`src/rtl/uart_tx_ctrl.sv`:
```
// UART transmit frame sequencer: start, DATA_WIDTH data bits, optional parity, stop.
// Optional second stop bit when UART_TX_TWO_STOP_EN is defined.
module uart_tx_ctrl #(
  parameter int DATA_WIDTH = 8
) (
  input  logic       CLK,
  input  logic       RST,
  input  logic       TICK,
  input  logic       DATA_VALID,
  input  logic       PAR_EN,
  output logic       ser_load,
  output logic       ser_en,
  output logic [1:0] mux_sel,
  output logic       busy
);

  localparam int CNT_W = $clog2(DATA_WIDTH + 1);
  localparam logic [CNT_W-1:0] LAST_BIT = CNT_W'(DATA_WIDTH - 1);

  localparam logic [1:0] SEL_START = 2'b00;
  localparam logic [1:0] SEL_IDLE  = 2'b01;
  localparam logic [1:0] SEL_DATA  = 2'b10;
  localparam logic [1:0] SEL_PAR   = 2'b11;

`ifdef UART_TX_TWO_STOP_EN
  typedef enum logic [2:0] {
    S_IDLE   = 3'd0,
    S_START  = 3'd1,
    S_DATA   = 3'd2,
    S_PARITY = 3'd3,
    S_STOP   = 3'd4,
    S_STOP2  = 3'd5
  } state_t;
`else
  typedef enum logic [2:0] {
    S_IDLE   = 3'd0,
    S_START  = 3'd1,
    S_DATA   = 3'd2,
    S_PARITY = 3'd3,
    S_STOP   = 3'd4
  } state_t;
`endif

  state_t           state_q, state_d;
  logic [CNT_W-1:0] cnt_q, cnt_d;
  logic             par_en_q, par_en_d;
  logic [1:0]       mux_sel_q;
  logic             busy_q;

  function automatic logic [1:0] sel_of(input state_t s);
    case (s)
      S_START:  sel_of = SEL_START;
      S_DATA:   sel_of = SEL_DATA;
      S_PARITY: sel_of = SEL_PAR;
      default:  sel_of = SEL_IDLE;
    endcase
  endfunction

  // Next-state logic; load/shift strobes are combinational so they act in the current cycle.
  always_comb begin
    state_d  = state_q;
    cnt_d    = cnt_q;
    par_en_d = par_en_q;
    ser_load = 1'b0;
    ser_en   = 1'b0;
    case (state_q)
      S_IDLE: begin
        if (DATA_VALID) begin
          ser_load = 1'b1;
          par_en_d = PAR_EN;
          state_d  = S_START;
        end
      end
      S_START: begin
        if (TICK) begin
          state_d = S_DATA;
          cnt_d   = '0;
        end
      end
      S_DATA: begin
        if (TICK) begin
          ser_en = 1'b1;
          cnt_d  = cnt_q + 1'b1;
          if (cnt_q == LAST_BIT) begin
            state_d = par_en_q ? S_PARITY : S_STOP;
          end
        end
      end
      S_PARITY: begin
        if (TICK) begin
          state_d = S_STOP;
        end
      end
`ifdef UART_TX_TWO_STOP_EN
      S_STOP: begin
        if (TICK) begin
          state_d = S_STOP2;
        end
      end
      S_STOP2: begin
`else
      S_STOP: begin
`endif
        // Final stop tick doubles as an accept slot so frames run back-to-back.
        if (TICK) begin
          if (DATA_VALID) begin
            ser_load = 1'b1;
            par_en_d = PAR_EN;
            state_d  = S_START;
          end else begin
            state_d = S_IDLE;
          end
        end
      end
      default: begin
        state_d = S_IDLE;
      end
    endcase
  end

  // Outputs are registered from the next state so they line up with state_q.
  always_ff @(posedge CLK or negedge RST) begin
    if (!RST) begin
      state_q   <= S_IDLE;
      cnt_q     <= '0;
      par_en_q  <= 1'b0;
      mux_sel_q <= SEL_IDLE;
      busy_q    <= 1'b0;
    end else begin
      state_q   <= state_d;
      cnt_q     <= cnt_d;
      par_en_q  <= par_en_d;
      mux_sel_q <= sel_of(state_d);
      busy_q    <= (state_d != S_IDLE);
    end
  end

  assign mux_sel = mux_sel_q;
  assign busy    = busy_q;

endmodule
```
`config.mk`:
```
export PLATFORM = sky130hd
export DESIGN_NAME = uart_tx_ctrl
export DESIGN_NICKNAME = d
export VERILOG_FILES = /design/src/rtl/uart_tx_ctrl.sv
export SDC_FILE = /design/constraint.sdc
export NUM_CORES = 1
export LEC_CHECK = 0
export BUFFER_PORTS_ARGS = -buffer_cell sky130_fd_sc_hd__buf_2
export CAP_MARGIN = 20
export CORE_AREA = 2 2 39 41
export CTS_CLUSTER_DIAMETER = 200
export CTS_CLUSTER_SIZE = 24
export DETAILED_ROUTE_END_ITERATION = 10
export DIE_AREA = 0 0 41 43
export PLACE_DENSITY = 0.78
export SYNTH_ARGS = -nofsm -noshare
export SYNTH_HDL_FRONTEND = slang
export SYNTH_SLANG_ARGS = --single-unit
export TNS_END_PERCENT = 50
```
`constraint.sdc`:
```
create_clock -name CLK -period 1.45 [get_ports CLK]
set_input_delay 0 -clock CLK [delete_from_list [all_inputs] [get_ports CLK]]
set_output_delay 0 -clock CLK [all_outputs]
set_load 0.02 [all_outputs]
```
After elaboration in Yosys (flattened, before gate mapping)
Index checks and enable logic that the tools add are counted.

operators by class
  add/subtract/negate cells = 1
  eq/ne operators = 11
  mux-type cells = 21
  reductions and logical operators = 6

operators by type and width
  kind                 number
  $mux 3               7
  $pmux 3 s5           1
  $eq 3x2->1 const B   4
  $mux 4               2
  $pmux 4 s2           1
  $mux 1               7
  $eq 3x1->1 const B   2
  $ne 2x2->1 const B   3
  $pmux 2 s3           1
  $add 4x1->4 const B  1
  $eq 4x3->1 const B   1
  $pmux 1 s2           2
  $reduce_bool 2->1    2
  $eq 3x3->1 const B   1
  $logic_not 3->1      1
  $reduce_and 3->1     1
  $reduce_bool 3->1    1
  $reduce_and 2->1     1

storage, ports and cells
  bits in registers = 11
  input port bits = 5
  logic and storage cells = 44

Depth between registers and ports, before layout
Gate-level depths: netlist of the first run.

  depth after elaboration = 6
  mapped depth = 4
  mapped depth without buffers = 4

Worst setup path after synthesis of the first run
OpenSTA, ideal clock, no wires.

  kind = reg2reg
  start point = register cnt_q[0]
  end point = register state_q[0]
  setup time = 0.104 ns
  arrival time = 1.231 ns
  data required time = 1.346 ns
  path slack = 0.115 ns
  stages on the path, launching flop included = 5
  buffers on the path = 0
  clock period less this slack = 1.335 ns
  path through = dfrtp_1 ha_1 nand4b_1 or4_4 o311ai_1

between the ends
  word-level cells in the longest chain between the ends = 4

ends and longest elaborated chain
  element                   line  text
  start: declaration        45    logic [CNT_W-1:0] cnt_q, cnt_d;
  start signal: assignment  131   cnt_q <= cnt_d;
  $eq 4x3->1                84    if (cnt_q == LAST_BIT) begin
  $mux 3                    84
  $mux 3                    81    if (TICK) begin
  $pmux 3 s5                66    case (state_q)
  net state_d[0]            44    state_t state_q, state_d;
  end signal: assignment    130   state_q <= state_d;
  end: declaration          44

The timed path passes the listed nets, and every way through them passes these cells.
A chain may end at the register's enable or synchronous reset.

Worst setup path after layout of the first run
  start point = register cnt_q[1]
  end point = register state_q[0]

Same word-level chain as after synthesis.

==> results of run 1 <==
## worst register-to-register path, delay by kind of cell (launching register included)
kind / cells / cell delay, ps
DFF: 1 / 430
adders and majority gates: 1 / 170
AOI/OAI and AO/OA: 1 / 100
and+or+nand+nor: 2 / 590
## Yosys cell counts (2+ instances only)
| master | count |
|---|---|
| nor2_1 | 2 |
| buf_2 | 2 |
| mux2i_1 | 2 |
| nand2_1 | 5 |
| o2bb2ai_1 | 3 |
| nor3_1 | 3 |
| dfrtp_1 | 10 |
| inv_1 | 4 |
| nor3b_1 | 2 |
| o21a_1 | 3 |
| o21ai_0 | 3 |
## final timing paths
| path | cells past startpoint | end | startpoint |
|---|---|---|---|
| min in group asynchronous | 2 | state_q[0] | RST |
| worst max register to register | 4 | state_q[0] | cnt_q[1] |
| worst max-delay path | 4 | state_q[0] | cnt_q[1] |
| max in group asynchronous | 2 | mux_sel[0] | RST |
| worst min register to register | 1 | par_en_q | par_en_q |
| worst min-delay path | 2 | state_q[0] | TICK |
## timing repair
action / 4_1_cts / 5_1_grt
hold endpoints to repair: 13 / 0
hold buffers: 3 / 0
resized for setup: 0 / 4
setup endpoints to repair: 0 / 4
buffers inserted: 0 / 1
## kinds of logic after synthesis
family                   Yosys count  share of synthesized area [%]
adder cells (fa/ha/maj)            1                           2.00
flip-flops                        11                           44.3
buffers and inverters              8                           7.01
multiplexers                       3                           5.01
AO/OA/AOI/OAI                     19                           22.4
AND/OR/NAND/NOR                   20                           19.2
## sequential cells by signal (all words and copies together), names as in the netlist
register,count
cnt_q,4
mux_sel,2
state_q,3
busy,1
par_en_q,1
## layout make-up
type,instances,area share [%]
inverter,4,1.97
clock buffer,4,3.45
multi-input combinational,43,41.5
tap,16,2.63
timing repair buffer,16,13.8
sequential,11,36.6
## power by group
group | switching, uW | leakage, uW | internal (uW)
logic | 411 | 0.000194 | 383
clock network | 109 | 0.0000150 | 107
registers | 203 | 0.000128 | 470
## metal layers
| metal | track usage (%) | part of all wire (%) | vias to the layer above |
|---|---|---|---|
| li1 | - | - | 265 |
| met1 | 22.4 | 37 | 268 |
| met2 | 35.0 | 56 | 22 |
| met3 | 3.14 | 5.0 | 4 |
| met4 | 14.0 | 2.6 | 0 |
| met5 | 0 | 0 | - |
## metrics by stage
stage | std cells | utilization, %
after CTS | 93 | 53.4
after floorplan | 62 | -
after global placement | 86 | 49.4
after detailed placement | 86 | 49.4
final | 94 | 55.1
after global routing | 94 | 55.1
==> flow_summary_export.csv, run 1 <==
group,metric,value,unit
run_status,status,"finished clean",
finish,final_area,762,sq um
timing,setup_tns,0,ps
critical_path,cp_num_buf_inv,0,
placed_design,place.gp.congestion,0.881,
cts,cts-root-buf,"clkbuf_4",
grt,grt_max_degree,14,
timing,whs,50.0,ps
critical_path,worst-endpoint-required,1620,ps
routing,firstDrtPassIters,4,
routing,wl_per_cell,16.1,microns
cts,cts-htree-levels,1,
synthesis,yosysTopAreaCell,"dfrtp_1",
job,cap_violations,0,
placed_design,dp_hpwl,936,microns
synthesis,yosys.cell_types.count,34,
critical_path,critPathMaxStageDelay,490,ps
finish,syn2layout_area_growth,22.0,%
die,rows,14,
critical_path,slowest_stage,"or4_4",
critical_path,cp-end-kind,"flop",
routing,drc,0,
timing,slew_headroom,78.9,%
routing,routed_via_density,5.95,
synthesis,ys_warn_count,0,
finish,multiInputGateArea,317,sq um
finish,drive_above_1_share,28.2,%
cts,cts_tree,"built",
routing,vias,559,
critical_path,crit_family,"simple AND/OR/NAND/NOR gates",
grt,grt.overflow.total,0,
timing,setup_violations,0,
placed_design,port_buffers,9,
routing,antenna_left,0,
die,die-area,1760,sq um
timing,hold_violations,0,
timing,rsz0062_at_grt,"no",
cts,clock_latency,270,ps
timing,fmax,0.722,GHz
synthesis,synthArstFlopShare,100,%
grt,grt_pass1_vias,564,
timing,tightest_slew,317,ps
finish,final_cell_mix,"9 x buf_2, 8 x dfrtp_1, 5 x nand2_1",
finish,n_antenna_cell,0,
placed_design,dpl_cell_area,683,sq um
grt,grt_use_total,20.9,%
placed_design,dp_slack,67.9,ps
worst_hold_path,hp-class,"input port to flop",
finish,mostFrequentLayoutCell,"buf_2",
power_and_ir_drop,power_leakage,0.000337,uW
timing,period_needed,1390,ps
grt,grt_pass1_wl,2380,microns
critical_path,cp-start-kind,"flop",
routing,drt_iter0_drc,14,
critical_path,crit_chain,"ha_4 > nand4b_1 > or4_4 > o311ai_1",
synthesis,synth_top_area_share,40.1,%
finish,nNetsFinal,85,
synthesis,syn-num-nets,68,
timing,fin_crit_sh,95.5,%
power_and_ir_drop,ir_drop,1.10,mV
cts,clock-sinks,11,
synthesis,synth_edf_count,0,
synthesis,synth-seq-cells,11,
critical_path,crit_type,"flop to flop",
cts,clkTransAtPathRegs,70,ps
synthesis,netlist_area,624,sq um
die,start_util,45.1,%
synthesis,ys.flop_type,"dfrtp_1",
die,die_w,41,microns
timing,drv_slew,0,
synthesis,ys_seq_area_share,44.3,%
power_and_ir_drop,p_per_area,2210,nW/um^2
power_and_ir_drop,finalPower,1680,uW
die,core_region_area,1380,sq um
timing,worst_clock_skew,0.958,ps
die,ios,10,
critical_path,path_max_fanout,4,
finish,num-fill-cells,119,
timing,fin_ws,64.5,ps
synthesis,postSynthCellCount,62,
die,die_height,43,microns
synthesis,synthTopCellsByArea,"dfrtp_1 40%, dfstp_2 4.2%, o2bb2ai_1 4.2%",
critical_path,arrival,1560,ps
cts,cts_made_buffers,3,
synthesis,avgSynthCellArea,10.1,sq um
routing,wirelength,1510,microns
cts,cts_buffer_depth,2,
grt,antenna_found_initial,0,
critical_path,rrSetupSlack,60,ps
finish,ff_latch_area,279,sq um
Power figures use the tool's default switching activity.
==> run 2: changes to the inputs <==
--- a/config.mk
+++ b/config.mk
@@ -14,2 +14,3 @@
 export DIE_AREA = 0 0 41 43
+export GPL_TIMING_DRIVEN = 0
 export PLACE_DENSITY = 0.78
==> constraint.sdc (replaced) <==
create_clock -name CLK -period 1.45 [get_ports CLK]
set_input_delay 0.2175 -clock CLK [delete_from_list [all_inputs] [get_ports CLK]]
set_output_delay 0.2175 -clock CLK [all_outputs]
set_load 0.02 [all_outputs]
==> flow_summary_export.csv, run 2 (synthesis gave the netlist of run 1 again) <==
group,metric,value,unit
finish,syn2layout_area_growth,29.1,%
critical_path,crit_family,"flip-flops",
power_and_ir_drop,power_leakage,0.000364,uW
critical_path,cp-end-kind,"output port",
finish,post-route-util,58.2,%
worst_hold_path,hp-class,"input port to flop",
die,die-area,1760,sq um
routing,firstDrtPassIters,4,
routing,wirelength,1540,microns
timing,whs,167,ps
job,cap_violations,0,
die,die_w,41,microns
routing,routed_via_density,5.87,
grt,grt_use_total,19.6,%
critical_path,worst-endpoint-required,1230,ps
timing,setup_violations,0,
critical_path,reg2reg_to,"state_q[0]",
critical_path,crit_start,"state_q[0]",
timing,setup_tns,0,ps
cts,cts-htree-levels,1,
timing,period_needed,1430,ps
cts,clock-sinks,11,
routing,drc,0,
finish,n_antenna_cell,0,
die,start_util,45.1,%
power_and_ir_drop,ir_drop,0.947,mV
critical_path,ff2ff_path_depth,4,
timing,tightest_slew,284,ps
grt,grt_pass1_wl,2240,microns
cts,clock_latency,270,ps
critical_path,critPathMaxStageDelay,440,ps
critical_path,path_max_fanout,10,
grt,grt_pass1_vias,515,
worst_hold_path,hold_depth,2,
critical_path,slowest_stage,"dfrtp_1",
critical_path,r2r-start,"cnt_q[0]",
routing,vias,569,
cts,cts_made_buffers,3,
critical_path,cp_num_buf_inv,2,
finish,num-fill-cells,120,
cts,clkTransAtPathRegs,70,ps
timing,hold_violations,0,
critical_path,cp_num_cells,3,
grt,grt.overflow.total,0,
critical_path,rrSetupSlack,30,ps
cts,cts-root-buf,"clkbuf_4",
routing,antenna_left,0,
routing,drt_iter0_drc,22,
critical_path,cpMostUsedCell,"buf_4",
die,rows,14,
grt,grt_max_degree,12,
die,ios,10,
finish,drive_above_1_share,35.8,%
placed_design,dp_hpwl,994,microns
finish,nNetsFinal,88,
routing,wl_per_cell,15.8,microns
critical_path,arrival,1220,ps
die,die_height,43,microns
finish,largest_register_ff_count,4,
cts,cts_tree,"built",
worst_hold_path,min_from,"PAR_EN",
placed_design,port_buffers,8,
critical_path,cp-start-kind,"flop",
timing,fmax,0.698,GHz
timing,drv_slew,0,
timing,fin_crit_sh,98.8,%
finish,regMostFlops,"cnt_q",
critical_path,crit_chain,"buf_4 > nor3_2 > buf_4",
run_status,status,"finished clean",
grt,antenna_found_initial,0,
timing,rsz0062_at_grt,"yes",
power_and_ir_drop,p_per_area,2270,nW/um^2
cts,cts_buffer_depth,2,
timing,worst_clock_skew,4.28,ps
die,core_region_area,1380,sq um
finish,final_cell_mix,"10 x buf_4, 10 x dfrtp_1, 7 x buf_2",
critical_path,crit_type,"flop to output port",
timing,slew_headroom,81.1,%
placed_design,place.gp.congestion,0.820,
worst_hold_path,min_to,"par_en_q",
-- run 2: cell type report --
class	instances	area (sq um)	area share, %
inverter	4	15.0	1.86
clock buffer	4	26.3	3.26
tap	16	20.0	2.48
multi-input combinational	43	337	41.8
buffer	4	31.3	3.88
sequential	11	277	34.3
timing repair buffer	15	100	12.4
-- run 2: per-stage QoR --
step	std cells	setup slack, ps	power, uW	area (sq um)
detailed placement	86	-24.2	1390	684
CTS	94	-5.17	1670	748
global route	97	-13.2	1950	806
global placement	86	57.8	1340	684
finish	97	17.1	1830	806
floorplan	62	115	1170	624
-- run 2: what timing repair did --
| item | in CTS | in global routing |
|---|---|---|
| setup buffers | 3 | 3 |
| endpoints found under the hold margin | 10 | 0 |
| gates resized for setup | 2 | 7 |
| pin swaps | 0 | 2 |
| endpoints found under the setup margin | 4 | 4 |
| hold buffers | 1 | 0 |
-- run 2: how the worst max path moves through the flow --
stage / end
floorplan: state_q[0]
global placement: state_q[0]
detailed placement: state_q[0]
CTS: state_q[0]
global route: state_q[0]
finish: ser_en
-- run 2: power breakdown --
part	switching, uW	total (uW)	leakage (uW)	internal [uW]
clock	104	210	0.0000150	107
sequential	137	601	0.000131	464
combinational	524	1010	0.000218	490
-- run 2: layer usage --
metal,wire (microns),GRT usage [%],up-vias
met2,784,30.3,17
met5,0,0,-
li1,-,-,270
met4,36,14.0,0
met3,51,3.14,4
met1,665,23.1,278
